### config.mk
export PLATFORM = sky130hd
export DESIGN_NAME = benes_cfg_sched
export DESIGN_NICKNAME = d
export VERILOG_FILES = /design/src/rtl/benes_cfg_sched_pkg.sv /design/src/rtl/benes_cfg_loader.sv /design/src/rtl/benes_cfg_sched.sv
export SDC_FILE = /design/constraint.sdc
export NUM_CORES = 1
export LEC_CHECK = 0
export ABC_CLOCK_PERIOD_IN_PS = 2400
export CELL_PAD_IN_SITES_DETAIL_PLACEMENT = 1
export CELL_PAD_IN_SITES_GLOBAL_PLACEMENT = 2
export CORE_MARGIN = 1.5
export CORE_UTILIZATION = 38
export DETAILED_ROUTE_END_ITERATION = 10
export PLACE_DENSITY = 0.91
export SLEW_MARGIN = 5
export SYNTH_ARGS = -nofsm -noshare
export SYNTH_HDL_FRONTEND = slang
export SYNTH_SLANG_ARGS = --single-unit
### constraint.sdc
create_clock -name clk -period 2.4 [get_ports clk]
set_input_delay 0.48 -clock clk [delete_from_list [all_inputs] [get_ports clk]]
set_output_delay 0.48 -clock clk [all_outputs]
set_load 0.005 [all_outputs]
### src/rtl/benes_cfg_sched_pkg.sv
`default_nettype none
// =============================================================================
// Module   : benes_cfg_sched_pkg
// Desc     : Shared constants and types for the Benes configuration scheduler.
// Revision : 1.0
// =============================================================================
package benes_cfg_sched_pkg;

  localparam int BENES_N            = 32;
  localparam int BENES_STAGES       = 2*$clog2(BENES_N)-1;
  localparam int BENES_SW_PER_STAGE = BENES_N/2;

  typedef logic [BENES_SW_PER_STAGE-1:0] stage_cfg_t;

  typedef enum logic [0:0] {
    S_EMPTY = 1'b0,
    S_RUN   = 1'b1
  } sched_state_e;

endpackage
`default_nettype wire

### src/rtl/benes_cfg_loader.sv
`default_nettype none
// =============================================================================
// Module   : benes_cfg_loader
// Desc     : Shadow bank loader: one stage per beat, framing (and optional
//            parity, macro BENES_CFG_PARITY_EN) checks, shadow_full flag.
// Revision : 1.0
// =============================================================================
module benes_cfg_loader
  import benes_cfg_sched_pkg::*;
#(
  parameter int STAGES       = BENES_STAGES,
  parameter int SW_PER_STAGE = BENES_SW_PER_STAGE
) (
  input  logic                           clk,
  input  logic                           rst_n,
  input  logic                           cfg_valid,
  output logic                           cfg_ready,
  input  logic [SW_PER_STAGE-1:0]        cfg_bits,
  input  logic                           cfg_last,
`ifdef BENES_CFG_PARITY_EN
  input  logic                           cfg_par,
`endif
  input  logic                           shadow_take,
  output logic                           shadow_full,
  output logic [STAGES*SW_PER_STAGE-1:0] shadow_bank,
  output logic                           cfg_err
);

  localparam int LW = $clog2(STAGES);
  localparam logic [LW-1:0] C_LAST_IDX = LW'(STAGES-1);

  logic [LW-1:0]                  r_ld_cnt;
  logic                           r_full;
  logic                           r_err;
  logic [STAGES*SW_PER_STAGE-1:0] r_shadow;

  logic w_accept;
  logic w_at_last;
  logic w_bad_par;
  logic w_bad_beat;

  assign w_accept  = cfg_valid & ~r_full;
  assign w_at_last = (r_ld_cnt == C_LAST_IDX);

`ifdef BENES_CFG_PARITY_EN
  // Even parity: cfg_par plus {cfg_last, cfg_bits} must XOR to zero.
  assign w_bad_par = cfg_par ^ (^{cfg_last, cfg_bits});
`else
  assign w_bad_par = 1'b0;
`endif

  assign w_bad_beat = w_bad_par | (cfg_last != w_at_last);

  always_ff @(posedge clk or negedge rst_n) begin
    if (!rst_n) begin
      r_ld_cnt <= '0;
      r_full   <= 1'b0;
      r_err    <= 1'b0;
      r_shadow <= '0;
    end else begin
      r_err <= 1'b0;
      if (shadow_take) begin
        r_full <= 1'b0;
      end
      if (w_accept) begin
        r_shadow[r_ld_cnt*SW_PER_STAGE +: SW_PER_STAGE] <= cfg_bits;
        if (w_bad_beat) begin
          // Whatever is already in the shadow is abandoned; next beat is stage 0.
          r_err    <= 1'b1;
          r_ld_cnt <= '0;
        end else if (w_at_last) begin
          r_full   <= 1'b1;
          r_ld_cnt <= '0;
        end else begin
          r_ld_cnt <= r_ld_cnt + 1'b1;
        end
      end
    end
  end

  assign cfg_ready   = ~r_full;
  assign shadow_full = r_full;
  assign shadow_bank = r_shadow;
  assign cfg_err     = r_err;

endmodule
`default_nettype wire

### src/rtl/benes_cfg_sched.sv
`default_nettype none
// =============================================================================
// Module   : benes_cfg_sched
// Desc     : Benes network configuration scheduler; promotes the shadow bank to
//            the active bank only on frame boundaries. Optional macro:
//            BENES_CFG_PARITY_EN (adds cfg_par input).
// Revision : 1.0
// =============================================================================
module benes_cfg_sched
  import benes_cfg_sched_pkg::*;
#(
  parameter int N            = BENES_N,
  parameter int STAGES       = 2*$clog2(N)-1,
  parameter int SW_PER_STAGE = N/2,
  parameter int FRAME_LEN    = 64
) (
  input  logic                           clk,
  input  logic                           rst_n,
  input  logic                           cfg_valid,
  output logic                           cfg_ready,
  input  logic [SW_PER_STAGE-1:0]        cfg_bits,
  input  logic                           cfg_last,
`ifdef BENES_CFG_PARITY_EN
  input  logic                           cfg_par,
`endif
  input  logic                           in_valid,
  output logic                           in_ready,
  output logic [STAGES*SW_PER_STAGE-1:0] switch_set,
  output logic                           cfg_active,
  output logic                           cfg_swap,
  output logic                           cfg_err
);

  localparam int FW = (FRAME_LEN > 1) ? $clog2(FRAME_LEN) : 1;
  localparam logic [FW-1:0] C_FR_LAST = FW'(FRAME_LEN-1);

  sched_state_e                   r_state;
  logic [FW-1:0]                  r_fr_cnt;
  logic [STAGES*SW_PER_STAGE-1:0] r_active;

  logic                           w_shadow_full;
  logic [STAGES*SW_PER_STAGE-1:0] w_shadow;
  logic                           w_swap;
  logic                           w_beat;

  benes_cfg_loader #(
    .STAGES       (STAGES),
    .SW_PER_STAGE (SW_PER_STAGE)
  ) u_loader (
    .clk         (clk),
    .rst_n       (rst_n),
    .cfg_valid   (cfg_valid),
    .cfg_ready   (cfg_ready),
    .cfg_bits    (cfg_bits),
    .cfg_last    (cfg_last),
`ifdef BENES_CFG_PARITY_EN
    .cfg_par     (cfg_par),
`endif
    .shadow_take (w_swap),
    .shadow_full (w_shadow_full),
    .shadow_bank (w_shadow),
    .cfg_err     (cfg_err)
  );

  // A swap at fr_cnt==0 wins over data: in_ready drops so no beat can slip
  // through while the bank is being replaced.
  assign w_swap   = w_shadow_full & ((r_state == S_EMPTY) | (r_fr_cnt == '0));
  assign in_ready = (r_state == S_RUN) & ~w_swap;
  assign w_beat   = in_valid & in_ready;

  always_ff @(posedge clk or negedge rst_n) begin
    if (!rst_n) begin
      r_state  <= S_EMPTY;
      r_fr_cnt <= '0;
      r_active <= '0;
    end else begin
      case (r_state)
        S_EMPTY: begin
          if (w_swap) begin
            r_active <= w_shadow;
            r_state  <= S_RUN;
          end
        end
        S_RUN: begin
          if (w_swap) begin
            r_active <= w_shadow;
          end
        end
        default: r_state <= S_EMPTY;
      endcase
      if (w_beat) begin
        r_fr_cnt <= (r_fr_cnt == C_FR_LAST) ? '0 : r_fr_cnt + 1'b1;
      end
    end
  end

  assign switch_set = r_active;
  assign cfg_active = (r_state == S_RUN);
  assign cfg_swap   = w_swap;

endmodule
`default_nettype wire
; ---- Yosys cells after proc, flatten, opt, wreduce, memory -nomap -nowiden
; Index checks and enable logic that the tools add are counted.
[op_classes]
magnitude_cmp = 0
shifts = 2
addsub = 3
n_mux = 13
div = 0
n_eq_ne = 3
mul = 0
n_reduce_logical = 1
bitwise_logic = 8
[ops]
columns = operator, count
row1 = bitwise mux 144 bit, 1
row2 = two-way mux 144 bit, 1
row3 = variable shift 16 x 34 -> 144 bit (first input constant), 1
row4 = variable part select 16 x 34 -> 144 bit, 1
row5 = negation 8 -> 34 bit, 1
row6 = two-way mux 1 bit, 8
row7 = two-way mux 4 bit, 2
row8 = adder 6 x 1 -> 6 bit (second input constant), 1
row9 = == test 6 bit (second input constant), 1
row10 = logical NOT 6 bit, 1
row11 = two-way mux 6 bit, 1
row12 = adder 4 x 1 -> 4 bit (second input constant), 1
row13 = AND 1 bit, 4
row14 = == test 4 bit (second input constant), 1
row15 = inverter 1 bit, 3
row16 = inequality test 1 bit, 1
row17 = bitwise OR 1 bit, 1
[totals]
latch_bits = 0
romBits = 0
in_bits = 21
ramBits = 0
regBits = 301
output_inout_bits = 149
memories = 0

; ---- Longest topological paths before layout
[depth]
depth_word = 7
ltp_mapped = 10
mapped_depth_nobuf = 6

; ---- Hierarchy
; A second synthesis with hierarchy kept.
[unflattened]
cells_unflattened = 1587
hier_area_um2 = 14721.6
[modules_own_cells]
columns = mod, area_each_um2, seq_area_each_um2, n_inst, cells_each
row1 = benes_cfg_sched, 8738.4, 3778.6, 1, 1017
row2 = benes_cfg_loader, 5983.2, 3753.6, 1, 570

; ---- Worst setup path before layout
; OpenSTA, ideal clock, no wires.
[synth_path]
path_kind = register to register
startpoint = register u_loader.r_ld_cnt[0]
endpoint = register u_loader.r_shadow[88] (netlist: u_loader.shadow_bank[88])
arrival_time_ns = 2.082
period_less_slack_ns = 2.207
stages_incl_launch_ff = 10
required_ns = 2.275
setup_slack_ns = 0.193
cell_sequence = dfrtp_1 -> buf_2 -> nor3_1 -> ha_1 -> and3b_1 -> buf_2 -> o21ai_2 -> nor2_2 -> buf_6 -> mux2_2
[synth_between]
elab_chain_cells = 3
elab_cells_between_ends = 4
classes_between = add/sub (1) / shift (2) / mux (1)
[synth_lines]
columns = item, line
row1 = from (decl), benes_cfg_loader.sv:32  ; logic [LW-1:0] r_ld_cnt;
row2 = from (signal assigned), benes_cfg_loader.sv:75  ; r_ld_cnt <= r_ld_cnt + 1'b1;
row3 = negation 8 -> 34 bit *, benes_cfg_loader.sv:66  ; r_shadow[r_ld_cnt*SW_PER_STAGE +: SW_PER_STAGE] <= cfg_bits;
row4 = variable part select 16 x 34 -> 144 bit or variable shift 16 x 34 -> 144 bit (tied branches), benes_cfg_loader.sv:66
row5 = bitwise mux 144 bit *, benes_cfg_loader.sv:66
row6 = "to (signal, indexed assignment)", benes_cfg_loader.sv:66
row7 = to (decl), benes_cfg_loader.sv:35  ; logic [STAGES*SW_PER_STAGE-1:0] r_shadow;
; Every way passes the cells marked *; elsewhere a longest branch is shown, timed or not.
; A chain may end at the register's enable or synchronous reset.

; ---- Worst setup path in the final report
[layout_path]
startpoint = register u_loader.r_ld_cnt[1]
endpoint = register u_loader.r_shadow[63] (netlist: u_loader.shadow_bank[63])
; The elaborated chain is that of the path after synthesis.

==> flow_metrics.env <==
export IMPL_status="finished clean"
export IMPL_cts_buffer_depth=3
export IMPL_p_total_mw=13.8
export IMPL_muxShareOfSynthArea=0.214
export IMPL_via_per_inst=5.06
export IMPL_setup_viol=0
export IMPL_grt_pass1_vias=8056
export IMPL_fin_setup_tns_ns=0
export IMPL_post_place_ws_ns=0.0175
export IMPL_boundaryPins=170
export IMPL_cellPowerDensity_nw_per_um2=908
export IMPL_synth_fp_nets=851
export IMPL_first_pass_iters=4
export IMPL_slowest_delay_ns=0.48
export IMPL_synth_area_um2=11600
export IMPL_place_gp_congestion=0.761
export IMPL_cp_arrival_ns=2.70
export IMPL_die_x_um=178
export IMPL_clk_latency_ns=0.56
export IMPL_cts_sinks=301
export IMPL_initial_core_util=0.389
export IMPL_cts_htree_levels=1
export IMPL_rr_endpoint="u_loader.shadow_bank[63]"
export IMPL_holdWs_ns=0.358
export IMPL_synth_xor_area_share=0.00291
export IMPL_area_delta_synth_final_pct=31.0
export IMPL_yosysSeqAreaShare=0.648
export IMPL_crit_path_cell_trace="inv_1 -> ha_1 -> nor3b_1 -> nand4_2 -> buf_12 -> mux2_2"
export IMPL_placed_area_um2=14000
export IMPL_skew_ns=0.0126
export IMPL_period_share=0.938
export IMPL_rrSetupSlack_ns=0.15
export IMPL_cap_violations=0
export IMPL_p_leak_nw=7.21
export IMPL_crit_required_ns=2.84
export IMPL_cp_slowest_cell="dfrtp_1"
export IMPL_final_cells=1437
export IMPL_r2r_start="u_loader.r_ld_cnt[1]"
export IMPL_hp_class="in -> async"
export IMPL_grt_max_degree=86
export IMPL_drcViolationCount=0
export IMPL_ant_nets=0
export IMPL_final_util=0.509
export IMPL_nets=1048
export IMPL_grt_antenna_before_repair=0
export IMPL_grtUsageTotal=0.197
export IMPL_synth_top_family_by_area="multiplexers"
export IMPL_fmax_mhz=444
export IMPL_synth_top_flop_cell="dfrtp_1"
export IMPL_dieArea_um2=31600
export IMPL_ir_worst_vdd_mv=0.714
export IMPL_synthCells=825
export IMPL_synth_async_reset_ratio=1.00
export IMPL_setup_ws_ns=0.149
export IMPL_drt_total_wl_um=30200
export IMPL_cts_made_buffers=31
export IMPL_overflow=0
export IMPL_first_iter_violations=300
export IMPL_path_class="reg -> reg"
export IMPL_synth_cell_types=43
export IMPL_dr_wl_met3_um=1630
export IMPL_drive_gt1_frac=0.311
export IMPL_synthAdderAreaFrac=0.00539
export IMPL_synth_edf_count=0
export IMPL_start_kind="flop"
export IMPL_synth_ff_latch_count=301
export IMPL_ys_warn_count=0
export IMPL_fin_crit_ns=2.25
export IMPL_finalInstanceArea_um2=15200
export IMPL_cp_max_fo=16
export IMPL_synth_compound_area_frac=0.0576
export IMPL_antenna_cells=0
export IMPL_hold_violations=0
export IMPL_dp_final_hpwl_um=20700
export IMPL_avgSynthCellArea_um2=14.1
export IMPL_synth_top_area_frac=0.648
export IMPL_rr_worst_depth=6
export IMPL_clkSlewWorstSetupHoldPaths_ns=0.06
export IMPL_synthMostInstantiatedCell="dfrtp_1"
export IMPL_slew_viol_final=0
export IMPL_cts_root_buf="clkbuf_16"
export IMPL_relSlewSlack=0.585
export IMPL_num_rows=63
export IMPL_synth_simple_area_share=0.0472
export IMPL_die_h_um=178
export IMPL_yosysTopAreaCell="dfrtp_1"
export IMPL_endpoint_kind="flop"
export IMPL_wl_met1_um=13500
export IMPL_wl_per_cell_um=21.0
export IMPL_grt_pass1_wl_um=47500
export IMPL_vias=7274
export IMPL_highest_layer="met4"
export IMPL_port_buffers=169
export IMPL_synth_area_leaders="dfrtp_1, mux2_2, o21ai_0"
export IMPL_dp_cells=1373
export IMPL_wl_met2_um=14300
export IMPL_cts_tree="yes"
export IMPL_synthTopCellsByCount="dfrtp_1, mux2_2, o21ai_0, nand2_1, buf_2"
export IMPL_worstMarginPinSlew_ns=0.623
export IMPL_coreArea_um2=29900
export IMPL_rsz0062_at_grt="no"
## metal layers
layer,track usage,vias up
met1,0.262,3788
met2,0.326,156
met5,0,-
li1,-,3280
met3,0.0465,50
met4,0.0494,0
## area by class of cell
class                           count  area [um^2]
Sequential cell                   301         7530
Tap cell                          390          488
Timing Repair Buffer              209         2160
Multi-Input combinational cell    467         3850
Fill cell                        2936        14700
Clock buffer                       43          901
Inverter                           12         45.0
Clock inverter                     15          238
## cell families after synthesis
group,Yosys count
AO/OA/AOI/OAI,128
AND/OR/NAND/NOR,113
XOR/XNOR,3
flip-flops,301
multiplexers,218
buffers and inverters,57
adder cells (fa/ha/maj),5
## power breakdown
part,internal [mW],switching (mW)
sequential,5.68,0.403
combinational,1.17,1.29
clock,3.26,2.02
total,10.1,3.71
## repair_timing
action,CTS,global route
gates resized for setup,10,10
setup buffers,4,1
pin swaps,1,3
setup endpoints to repair,2,18
hold buffers,1,0
hold endpoints to repair,20,0
## worst max-delay path: cells and delay by family (launching register included)
kind / cells / cell delay (ns)
and+or+nand+nor: 2 / 0.71
buffers and inverters: 2 / 0.30
muxes: 1 / 0.28
adders and majority gates: 1 / 0.36
DFF: 1 / 0.48
## flip-flops by register name, summed over array words and instances (netlist names)
register / count
switch_set: 144
r_fr_cnt: 6
cfg_active: 1
u_loader.shadow_full: 1
u_loader.cfg_err: 1
u_loader.shadow_bank: 144
u_loader.r_ld_cnt: 4
## cell usage in the layout (no fill, tap or decap), types with 5 or more instances in the layout
cell type,synthesis,final
dfrtp_1,301,301
mux2_2,204,204
clkdlybuf4s50_1,0,166
o21ai_0,110,109
nand2_1,72,72
clkbuf_16,0,31
buf_4,3,26
buf_12,0,13
inv_1,12,9
mux2_4,8,8
clkbuf_8,0,8
nand3_1,6,6
bufinv_16,0,6
nor2_1,5,5
clkinv_2,0,5
## worst max path at each step
stage / start / endpoint / slack [ns] / cells after the start
final: u_loader.r_ld_cnt[1] / u_loader.shadow_bank[63] / 0.15 / 6
after global routing: u_loader.r_ld_cnt[1] / u_loader.shadow_bank[141] / 0.01 / 8
after CTS: u_loader.r_ld_cnt[1] / u_loader.shadow_bank[99] / 0.02 / 7
after detailed placement: u_loader.r_ld_cnt[1] / u_loader.shadow_bank[111] / 0.02 / 7
after global placement: cfg_valid / u_loader.shadow_bank[111] / 0.17 / 6
after floorplan: u_loader.r_ld_cnt[0] / u_loader.shadow_bank[88] / 0.19 / 9
Note: power is estimated with default switching activity, not from simulation.
